<file path="config.mk">
export PLATFORM = sky130hd
export DESIGN_NAME = pattern_judge
export DESIGN_NICKNAME = d
export VERILOG_FILES = /design/src/rtl/pattern_judge.sv
export SDC_FILE = /design/constraint.sdc
export NUM_CORES = 1
export LEC_CHECK = 0
export ABC_AREA = 1
export CORE_MARGIN = 2
export CORE_UTILIZATION = 60
export DETAILED_ROUTE_END_ITERATION = 7
export PLACE_DENSITY = 0.81
export SYNTH_ARGS = -nofsm -noshare
export SYNTH_HDL_FRONTEND = slang
export SYNTH_SLANG_ARGS = --single-unit
</file>
<file path="constraint.sdc">
create_clock -name clk_1mhz -period 2.9 [get_ports clk_1mhz]
set_clock_uncertainty 0.2 [all_clocks]
set_input_delay 0.29 -clock clk_1mhz [delete_from_list [all_inputs] [get_ports clk_1mhz]]
set_output_delay 0.29 -clock clk_1mhz [all_outputs]
set_load 0.02 [all_outputs]
</file>
<file path="src/rtl/pattern_judge.sv">
// Round judge for the memory game: latches the LED pattern, checks each button
// press against it and requests a pass/fail tone from the piezo block.
module pattern_judge #(
  parameter int SEQ_LEN        = 4,
  parameter int TONE_CYCLES    = 2_000_000,
  parameter int TIMEOUT_CYCLES = 5_000_000
) (
  input  logic                   clk_1mhz,
  input  logic                   rst,
  input  logic                   pattern_valid,
  input  logic [3*SEQ_LEN-1:0]   pattern_in,
  input  logic [7:0]             btn,
  output logic                   enable,
  output logic                   equal,
  output logic                   busy,
  output logic [3:0]             step
);

  typedef enum logic [1:0] {
    IDLE    = 2'd0,
    COLLECT = 2'd1,
    SOUND   = 2'd2
  } state_t;

  localparam logic [22:0] TONE_LAST    = 23'(TONE_CYCLES - 1);
  localparam logic [22:0] TIMEOUT_LAST = 23'(TIMEOUT_CYCLES - 1);
  localparam logic [3:0]  STEP_LAST    = 4'(SEQ_LEN - 1);

  state_t               state_reg, state_next;
  logic [3*SEQ_LEN-1:0] pattern_reg, pattern_next;
  logic [3:0]           step_reg, step_next;
  logic [22:0]          timeout_reg, timeout_next;
  logic [22:0]          tone_reg, tone_next;
  logic                 enable_reg, enable_next;
  logic                 equal_reg, equal_next;
  logic                 busy_reg, busy_next;

  // Pattern unpacked into a full 8-entry table so a 3-bit step index always
  // lands inside the array; entries beyond SEQ_LEN are never reached.
  logic [2:0] pat_step [8];

  generate
    for (genvar gi = 0; gi < 8; gi++) begin : g_pat_step
      if (gi < SEQ_LEN) begin : g_used
        assign pat_step[gi] = pattern_reg[3*gi +: 3];
      end else begin : g_unused
        assign pat_step[gi] = 3'd0;
      end
    end
  endgenerate

  logic       btn_any;
  logic       btn_one;
  logic [2:0] btn_idx;
  logic       press_ok;

  assign btn_any = |btn;
  assign btn_one = btn_any && ((btn & (btn - 8'd1)) == 8'd0);

  always_comb begin
    btn_idx = 3'd0;
    for (int i = 0; i < 8; i++) begin
      if (btn[i]) btn_idx = 3'(i);
    end
  end

  // Multi-bit presses never match, so they fall into the fail path.
  assign press_ok = btn_one && (btn_idx == pat_step[step_reg[2:0]]);

  always_comb begin
    state_next   = state_reg;
    pattern_next = pattern_reg;
    step_next    = step_reg;
    timeout_next = timeout_reg;
    tone_next    = tone_reg;
    equal_next   = equal_reg;

    case (state_reg)
      IDLE: begin
        if (pattern_valid) begin
          pattern_next = pattern_in;
          step_next    = 4'd0;
          timeout_next = 23'd0;
          state_next   = COLLECT;
        end
      end

      COLLECT: begin
        if (btn_any) begin
          if (press_ok && (step_reg != STEP_LAST)) begin
            step_next    = step_reg + 4'd1;
            timeout_next = 23'd0;
          end else begin
            equal_next = press_ok;
            tone_next  = 23'd0;
            state_next = SOUND;
          end
        end else if (timeout_reg == TIMEOUT_LAST) begin
          equal_next = 1'b0;
          tone_next  = 23'd0;
          state_next = SOUND;
        end else begin
          timeout_next = timeout_reg + 23'd1;
        end
      end

      SOUND: begin
        if (tone_reg == TONE_LAST) begin
          state_next = IDLE;
        end else begin
          tone_next = tone_reg + 23'd1;
        end
      end

      default: begin
        state_next = IDLE;
      end
    endcase

    enable_next = (state_next == SOUND);
    busy_next   = (state_next != IDLE);
  end

  always_ff @(posedge clk_1mhz) begin
    if (rst) begin
      state_reg   <= IDLE;
      pattern_reg <= '0;
      step_reg    <= 4'd0;
      timeout_reg <= 23'd0;
      tone_reg    <= 23'd0;
      enable_reg  <= 1'b0;
      equal_reg   <= 1'b0;
      busy_reg    <= 1'b0;
    end else begin
      state_reg   <= state_next;
      pattern_reg <= pattern_next;
      step_reg    <= step_next;
      timeout_reg <= timeout_next;
      tone_reg    <= tone_next;
      enable_reg  <= enable_next;
      equal_reg   <= equal_next;
      busy_reg    <= busy_next;
    end
  end

  assign enable = enable_reg;
  assign equal  = equal_reg;
  assign busy   = busy_reg;
  assign step   = step_reg;

endmodule

</file>
### Yosys cells after proc, flatten, opt, wreduce, memory -nomap -nowiden

Cells that the tools add are included.

* register bits after elaboration: 67
* logic and storage cells: 79

* mux-type cells: 33
* eq/ne operators: 16
* bitwise gates (word level): 2
* reduce and logical (&&, ||, !) cells: 15
* order comparisons: 1
* $add $sub $neg: 4

Operators with widths (count)
* 23-bit 2-to-1 mux: 8
* 23-bit one-hot mux with 2 select lines: 2
* 23-bit by 1-bit adder with 23-bit output, second input constant: 2
* 3-bit 2-to-1 mux: 8
* 23-bit by 21-bit equality test with 1-bit output, second input constant: 1
* 23-bit equality test, second input constant: 1
* 4-bit 2-to-1 mux: 3
* 3-bit inequality test, second input constant: 4
* 4-bit AND reduction: 3
* 2-bit 2-to-1 mux: 5
* 2-bit inequality test, second input constant: 5
* 3-bit binary-select mux with 3-bit select: 1
* 8-bit AND: 1
* 8-bit logical NOT: 1
* 4-bit one-hot mux with 2 select lines: 1
* 2-bit nonzero test: 4
* 8-bit OR reduction: 1
* 8-bit by 1-bit subtractor with 8-bit output, second input constant: 1
* 2-bit one-hot mux with 3 select lines: 1
* 4-bit by 1-bit adder with 4-bit output, second input constant: 1
* 2-bit equality test, second input constant: 2
* 4-bit greater-or-equal comparator, second input constant: 1
* 1-bit 2-to-1 mux: 4
* 4-bit by 2-bit inequality test with 1-bit output, second input constant: 1
* 7 further kinds: 9

### Depth between registers and ports, before layout

* word-level depth: 14
* mapped depth: 16

### Least setup slack after synthesis

No wires, ideal clock.

* kind: reg-to-reg
* start: reg step_reg[0], in the netlist step[0]
* end: reg timeout_reg[18]
* setup slack: 845 ps
* data required time: 2586 ps
* cell stages (with the launch flop): 16
* setup time: 114 ps
* period minus slack after synthesis: 2055 ps
* path buffers: 2
* data arrival time: 1741 ps
* path through: dfxtp_1 > buf_6 > inv_4 > nand2_1 > nand3_1 > nand2_1 > nand2_1 > nand2_1 > nand3_2 > nor2_4 > nand3_1 > nand3_2 > nand2_4 > buf_6 > nor2_1 > nor2_2

* word-level cells in the longest chain between the ends: 9
* elaborated cells between the ends (all ways): 10

RTL lines
* start, declared: RTL line 31 `logic [3:0] step_reg, step_next;`
* start signal, assigned: RTL line 137 `step_reg <= step_next;`
* 3-bit NOT with 4-bit output (not written as such): RTL line 68 `assign press_ok = btn_one && (btn_idx == pat_step[step_reg[2:0]]);`
* 3-bit binary-select mux with 3-bit select: RTL line 68
* 3-bit 2-to-1 mux (not written as such) (2 in series): RTL line 68
* 3-bit equality test: RTL line 68
* 1-bit logical AND: RTL line 68
* 1-bit logical AND (*): RTL line 90 `if (press_ok && (step_reg != STEP_LAST)) begin`
* 3-bit inequality test (no source line) (*)
* 4-bit AND reduction (no source line) (*)
* end signal, assigned: RTL line 138 `timeout_reg <= timeout_next;`
* end, declared: RTL line 32 `logic [22:0] timeout_reg, timeout_next;`

Mark *: on every way between the ends. The rest lies on a longest branch, timed or not. The select of a mux whose other input is x is not followed.
A chain may end at the register's enable or synchronous reset.

### Worst setup path in the final report

* start: reg timeout_reg[0]
* end: reg tone_reg[3]

* word-level cells in the longest chain between the ends: 3

RTL lines
* 23-bit equality test: RTL line 98 `end else if (timeout_reg == TIMEOUT_LAST) begin`
* 3-bit inequality test (no source line)
* 4-bit AND reduction (no source line)
* end signal, assigned: RTL line 139 `tone_reg <= tone_next;`
* end, declared: RTL line 33 `logic [22:0] tone_reg, tone_next;`

Every way passes these cells.

==> results.yml <==
drt:
  vias: 4496
  dr.pass1.iters: 5
  wl_per_cell_um: 12.8
  ant_nets: 0
  drt_iter0_markers: 299
  vias_per_cell: 5.53
  routed_wl_um: 10400
  drc: 0
power:
  vdd.ir_drop.worst_v: 0.000323
  leakagePower_uw: 0.00190
  p_per_area_nw_per_um2: 479
floorplanning:
  initial_core_util_pct: 62.5
  core-area_um2: 6830
  io_pins: 30
  dieHeight_um: 88.3
  fp.dieW_um: 88.3
  fp.dieArea_um2: 7800
  rows: 30
clock_network:
  clk_pin_slew_ps: 70
  cts_sinks: 67
  cts_max_level: 3
  cts_tree: "done"
  post-cts-setup-buffer-count: 0
  cts-root-buf: "clkbuf_8"
  numCtsBuffers: 9
  clock_path_buffers: 2
  cts.hold.buffers_added: 0
  clk_latency_ps: 340
  ctsResizeCount: 0
timing:
  rsz0062_at_grt: "false"
  timing.fmax_mhz: 395
  tightest_slew_ps: 797
  drv_slew: 0
  slew_headroom_pct: 46.8
  fin_crit_sh_pct: 87.3
  hold_viol: 0
  final.setup.tns_ps: 0
  setup_viol: 0
  setup_ws_ps: 368
  min_period_ps: 2530
placed_design:
  dp.final_hpwl_um: 7290
  gp_congestion: 1.02
  port_buffers: 29
  postPlaceCellArea_um2: 4610
  dpl_worst_slack_ps: 294
  dp_cells: 797
yosys:
  yosys.area.top_type: "dfxtp_1"
  synth_most_common_cell: "nand2_1"
  synth_ff_type: "dfxtp_1"
  syn_nets: 712
  synth-seq-area-share_pct: 31.4
  netlist_area_um2: 4270
  synth_cell_types: 33
  synth_top_area_share_pct: 31.4
  synth_edf_count: 0
  syn_inst: 686
  synth.avg_cell_area_um2: 6.22
  synth_commonest_cells: "179 x nand2_1, 96 x nor2_1, 81 x inv_1, 67 x dfxtp_1, 52 x a21oi_1"
  ys_seq_elements: 67
  synth_warnings: 0
  synth_area_leaders: "dfxtp_1 31%, nand2_1 16%, nor2_1 8.4%"
  async_flop_share_pct: 0
finish:
  syn_to_final_growth_pct: 13.4
  post-route-util_pct: 70.8
  drive_gt1_share_pct: 6.97
  diodes: 0
  final_cell_count_no_fill: 813
  stdcell_area_um2: 4840
  fillers: 584
  fin_nets: 738
worst_setup_path:
  path_max_fanout: 26
  crit_chain: "ha_1, nand2_1, inv_1, nand2_1, nor4_1, nand3_1, nand3_2, nand3_4, nand2_1, a21oi_1"
  end_kind: "register"
  worst-setup-path-type: "reg -> reg"
  required_ps: 2900
  critPathMaxStageDelay_ps: 450
  worst_setup_path_start_kind: "register"
  cp_common_cell: "nand2_1"
  crit_slowest_cell: "dfxtp_1"
  cp.arrival_ps: 2540
global_route:
  gr-usage-all-layers_pct: 28.3
  grt_overflow: 0
  antenna_found_initial: 0
  grt_max_degree: 40
  grt_pass1_wl_um: 17700
  grt_pass1_vias: 4021
outcome:
  status: "completed"
flow_run:
  max_cap_viol_count: 0
min_path:
  hold_class: "reg -> reg"
## layout by cell type (no fill, tap or decap), types with 2 or more instances in the layout
master / netlist / routed
ha_1: 3 / 3
nor2_2: 4 / 5
xor2_1: 17 / 17
nor3_1: 28 / 28
nor2_4: 2 / 2
nand4_1: 31 / 31
or2_2: 9 / 9
nand3_2: 5 / 5
bufinv_16: 0 / 2
inv_1: 81 / 81
xnor2_1: 3 / 3
dfxtp_1: 67 / 67
nor4_1: 11 / 11
o31ai_1: 2 / 2
clkdlybuf4s50_1: 0 / 29
a21oi_1: 52 / 52
nand3_1: 45 / 45
inv_2: 2 / 2
clkbuf_8: 0 / 11
nand3b_1: 2 / 2
buf_4: 1 / 8
nand2_1: 179 / 179
nor2_1: 96 / 95
o21ai_0: 16 / 16
## critical path: cells and delay by family (launching register included)
family | cells | cell delay (ps)
AOI/OAI and AO/OA | 1 | 70
adders and majority gates | 1 | 210
buffers and inverters | 1 | 80
DFF | 1 | 450
and+or+nand+nor | 7 | 1400
## through the flow
stage               power (µW)  hold WS, ps
floorplan                 1350          225
global placement          1440          241
detailed placement        1450          249
CTS                       2330          260
global route              2440          291
finish                    2320          259
## area by class of cell
type                            instances  area [µm²]  area share [%]
Multi-Input combinational cell        512        2480            51.2
Sequential cell                        67        1340            27.7
Timing Repair Buffer                   37         350            7.24
Inverter                               85         322            6.65
Clock buffer                           12         155            3.21
Tap cell                               96         120            2.48
Clock inverter                          4        72.6            1.50
## final timing paths
kind	depth (start not counted)	slack, ps	endpoint	from
max	10	370	tone_reg[3]	timeout_reg[0]
min	2	260	pattern_reg[3]	pattern_reg[3]
max reg2reg	10	370	tone_reg[3]	timeout_reg[0]
min reg2reg	2	260	pattern_reg[3]	pattern_reg[3]
## cells by family after synthesis
family | after synthesis | share of synthesized area (%)
AO/OA/AOI/OAI | 73 | 8.80
buffers and inverters | 107 | 10.6
flip-flops | 67 | 31.4
XOR/XNOR | 20 | 4.10
adder cells (fa/ha/maj) | 3 | 0.880
AND/OR/NAND/NOR | 416 | 44.2
## layer usage
layer / share of wire, % / vias to the layer above / track usage, %
li1: - / 2273 / -
met1: 46 / 2043 / 38.7
met2: 47 / 158 / 45.2
met3: 5.8 / 22 / 4.20
met4: 1.6 / 0 / 10.7
met5: 0 / - / 0
## power by group
group / switching, µW / internal (µW)
combinational: 269 / 146
clock: 352 / 530
sequential: 45.4 / 976
total: 667 / 1650
No activity file was read; power rests on OpenSTA's default activity.
==> RTL edit: new RTL, same settings <==
The 3 states of `state_t` get a one-hot encoding in 3 bits.
--- a/src/rtl/pattern_judge.sv
+++ b/src/rtl/pattern_judge.sv
@@ -16,10 +16,10 @@
   output logic [3:0]             step
 );
 
-  typedef enum logic [1:0] {
-    IDLE    = 2'd0,
-    COLLECT = 2'd1,
-    SOUND   = 2'd2
+  typedef enum logic [2:0] {
+    IDLE    = 3'b001,
+    COLLECT = 3'b010,
+    SOUND   = 3'b100
   } state_t;
 
   localparam logic [22:0] TONE_LAST    = 23'(TONE_CYCLES - 1);
Function: no difference found for any inputs over 10 cycles, from zero or initial values and one cycle with rst high; not proved beyond that.
==> RTL edit against the original RTL <==
- combinational power shrank 23%
- synthesized area fell by 0.64%
- final area is 1.2% lower
- power shrank 9.2%
- sequential cell count up 1
- hold slack lost 0.024 ns
- worst setup slack worse by 0.030 ns
- routed wire length rose by 4.6%
- critical path type unchanged
- critical endpoint is now timeout_reg[19]
- largest power group unchanged
- highest routed layer unchanged
==> RTL edit: results (changes against the original RTL) <==
GRT
  • Pin count of the biggest net entering global routing: 50 (+25%)
  • Number of antenna violations at the first check in global routing: 0 (unchanged)
  • Total GRT Usage: 29.9% (+1.6 points)
  • Vias in the first global route: 4113 (+2.3%)
  • First-pass GRT wire length: 18.5 mm (+4.5%)

CTS
  • Post-CTS sizing: 0 (unchanged)
  • H-tree Lvls: 3 (unchanged)
  • Reg clk slew, reported paths: 0.08 ns
  • Clock tree root buffer cell: clkbuf_8
  • Post-CTS Setup Bufs: 0 (unchanged)
  • Num CTS Buffers: 9 (unchanged)
  • Clk Latency, worst-skew pair: 0.35 ns
  • Clk buf depth: 2 (unchanged)

Synthesis
  • Mapped Nets: 714 (+0.28%)
  • Synth top area cells: dfxtp_1 32%, nand2_1 15%, nand3_1 10%
  • Synth warn: 0 (unchanged)
  • Cell variety after synth: 29 (-12%)
  • Post-synth ARST share: 0% (unchanged)
  • Most frequent cells after synthesis: 166 x nand2_1, 86 x nand3_1, 84 x nor2_1
  • Post-synthesis sequential area ratio: 32.1% (+0.68 points)

Placement
  • RePlAce Congestion: 0.985 (-3.0%)
  • DP Area: 0.00459 mm² (-0.43%)
  • Post-DP HPWL: 7.65 mm (+5.0%)
  • Port bufs: 29 (unchanged)

Status
  • Outcome: finished clean

Detailed routing
  • Vias per cell: 5.58 (+0.84%)
  • Drt pass-1 iters: 7 (+2)
  • Initial drt markers: 350 (+17%)
  • Post-Route WL: 10.8 mm (+4.6%)

STA
  • Max-slew headroom: 63.0% (+16 points)

Worst hold path
  • Hold Crit Class: in -> reg

Cells and area
  • Total Nets Final: 737 (-0.14%)
  • Fillcell total: 640 (+9.6%)
  • Layout cells sized above 1: 6.56% (-0.41 points)
  • Antenna diodes: 0 (unchanged)

Worst setup path
  • Crit-path max FO: 22 (-15%)
  • Worst Path Arrival: 2.63 ns (+0.09 ns)

Power
  • Leakage power: 1.80 nW (-5.6%)
  • Worst IR drop on VDD: 386 µV (+20%)
[RTL edit: cell count changes after synthesis, sizes merged, moves of 3 or more]
cell    change
a21oi       +8
clkbuf      +6
inv         -4
nand2      -12
nand3      +35
nand4      -14
nor2       -17
nor3        -3
o21ai       +3
or2         +3
[RTL edit: final timing paths]
path | from | endpoint | slack, ns | depth (start not counted)
hold reg to reg | pattern_reg[5] | pattern_reg[5] | 0.26 | 2
setup / recovery | timeout_reg[0] | timeout_reg[19] | 0.34 | 10
setup reg to reg | timeout_reg[0] | timeout_reg[19] | 0.34 | 10
hold / removal | rst | step[0] | 0.24 | 4
[RTL edit: kinds of logic (layout without fill, tap and decap cells)]
group | after synthesis | count (layout) | share of synthesized area, %
xor gates and xnor gates | 20 | 20 | 4.13
DFF | 68 | 68 | 32.1
adders and majority gates | 3 | 3 | 0.885
and+or+nand+nor | 408 | 408 | 42.8
buffers and inverters | 108 | 136 | 10.4
AOI/OAI and AO/OA | 81 | 81 | 9.65
[RTL edit: stage by stage]
step	setup WS [ns]	instances	utilization [%]	power (mW)	hold WS, ns
after floorplan	0.821	688	-	1.24	0.225
after global placement	0.389	796	67.2	1.33	0.243
after detailed placement	0.333	796	67.2	1.34	0.250
after CTS	0.353	812	70.0	2.12	0.233
after global routing	0.0623	812	70.0	2.21	0.284
final	0.337	812	70.0	2.11	0.236
[RTL edit: per-layer routing]
metal / up-vias / wire [µm] / global-route usage [%] / part of all wire [%]
met5: - / 0 / 0 / 0
met4: 0 / 97 / 7.58 / 0.89
met3: 12 / 778 / 5.28 / 7.2
met2: 154 / 4820 / 46.7 / 44
met1: 2083 / 5150 / 43.0 / 47
li1: 2279 / - / - / -
[RTL edit: layout make-up]
class / count / area, µm² / area share (%)
well taps: 96 / 120 / 2.51
clock buffers: 10 / 128 / 2.67
inverters: 80 / 300 / 6.28
multi-input cells: 512 / 2440 / 51.0
clock inverters: 6 / 63.8 / 1.34
flip-flops and latches: 68 / 1360 / 28.5
repair buffers: 40 / 368 / 7.70
[RTL edit: where the power goes]
part	leakage (nW)	total (mW)	switching, mW	internal (mW)
registers	0.552	1.00	0.0314	0.973
clock network	0.0927	0.779	0.382	0.397
logic	1.15	0.321	0.204	0.117
[RTL edit: worst max-delay path, cell delays in order, from the launching register on]
cell and delay (ns):
dfxtp_1 0.43, ha_1 0.31, nand3_1 0.21, nor4_1 0.21
nand4_1 0.17, a21oi_1 0.18, nand2_1 0.14, nand2_1 0.11
buf_4 0.26, nand2_1 0.10, a21oi_1 0.15
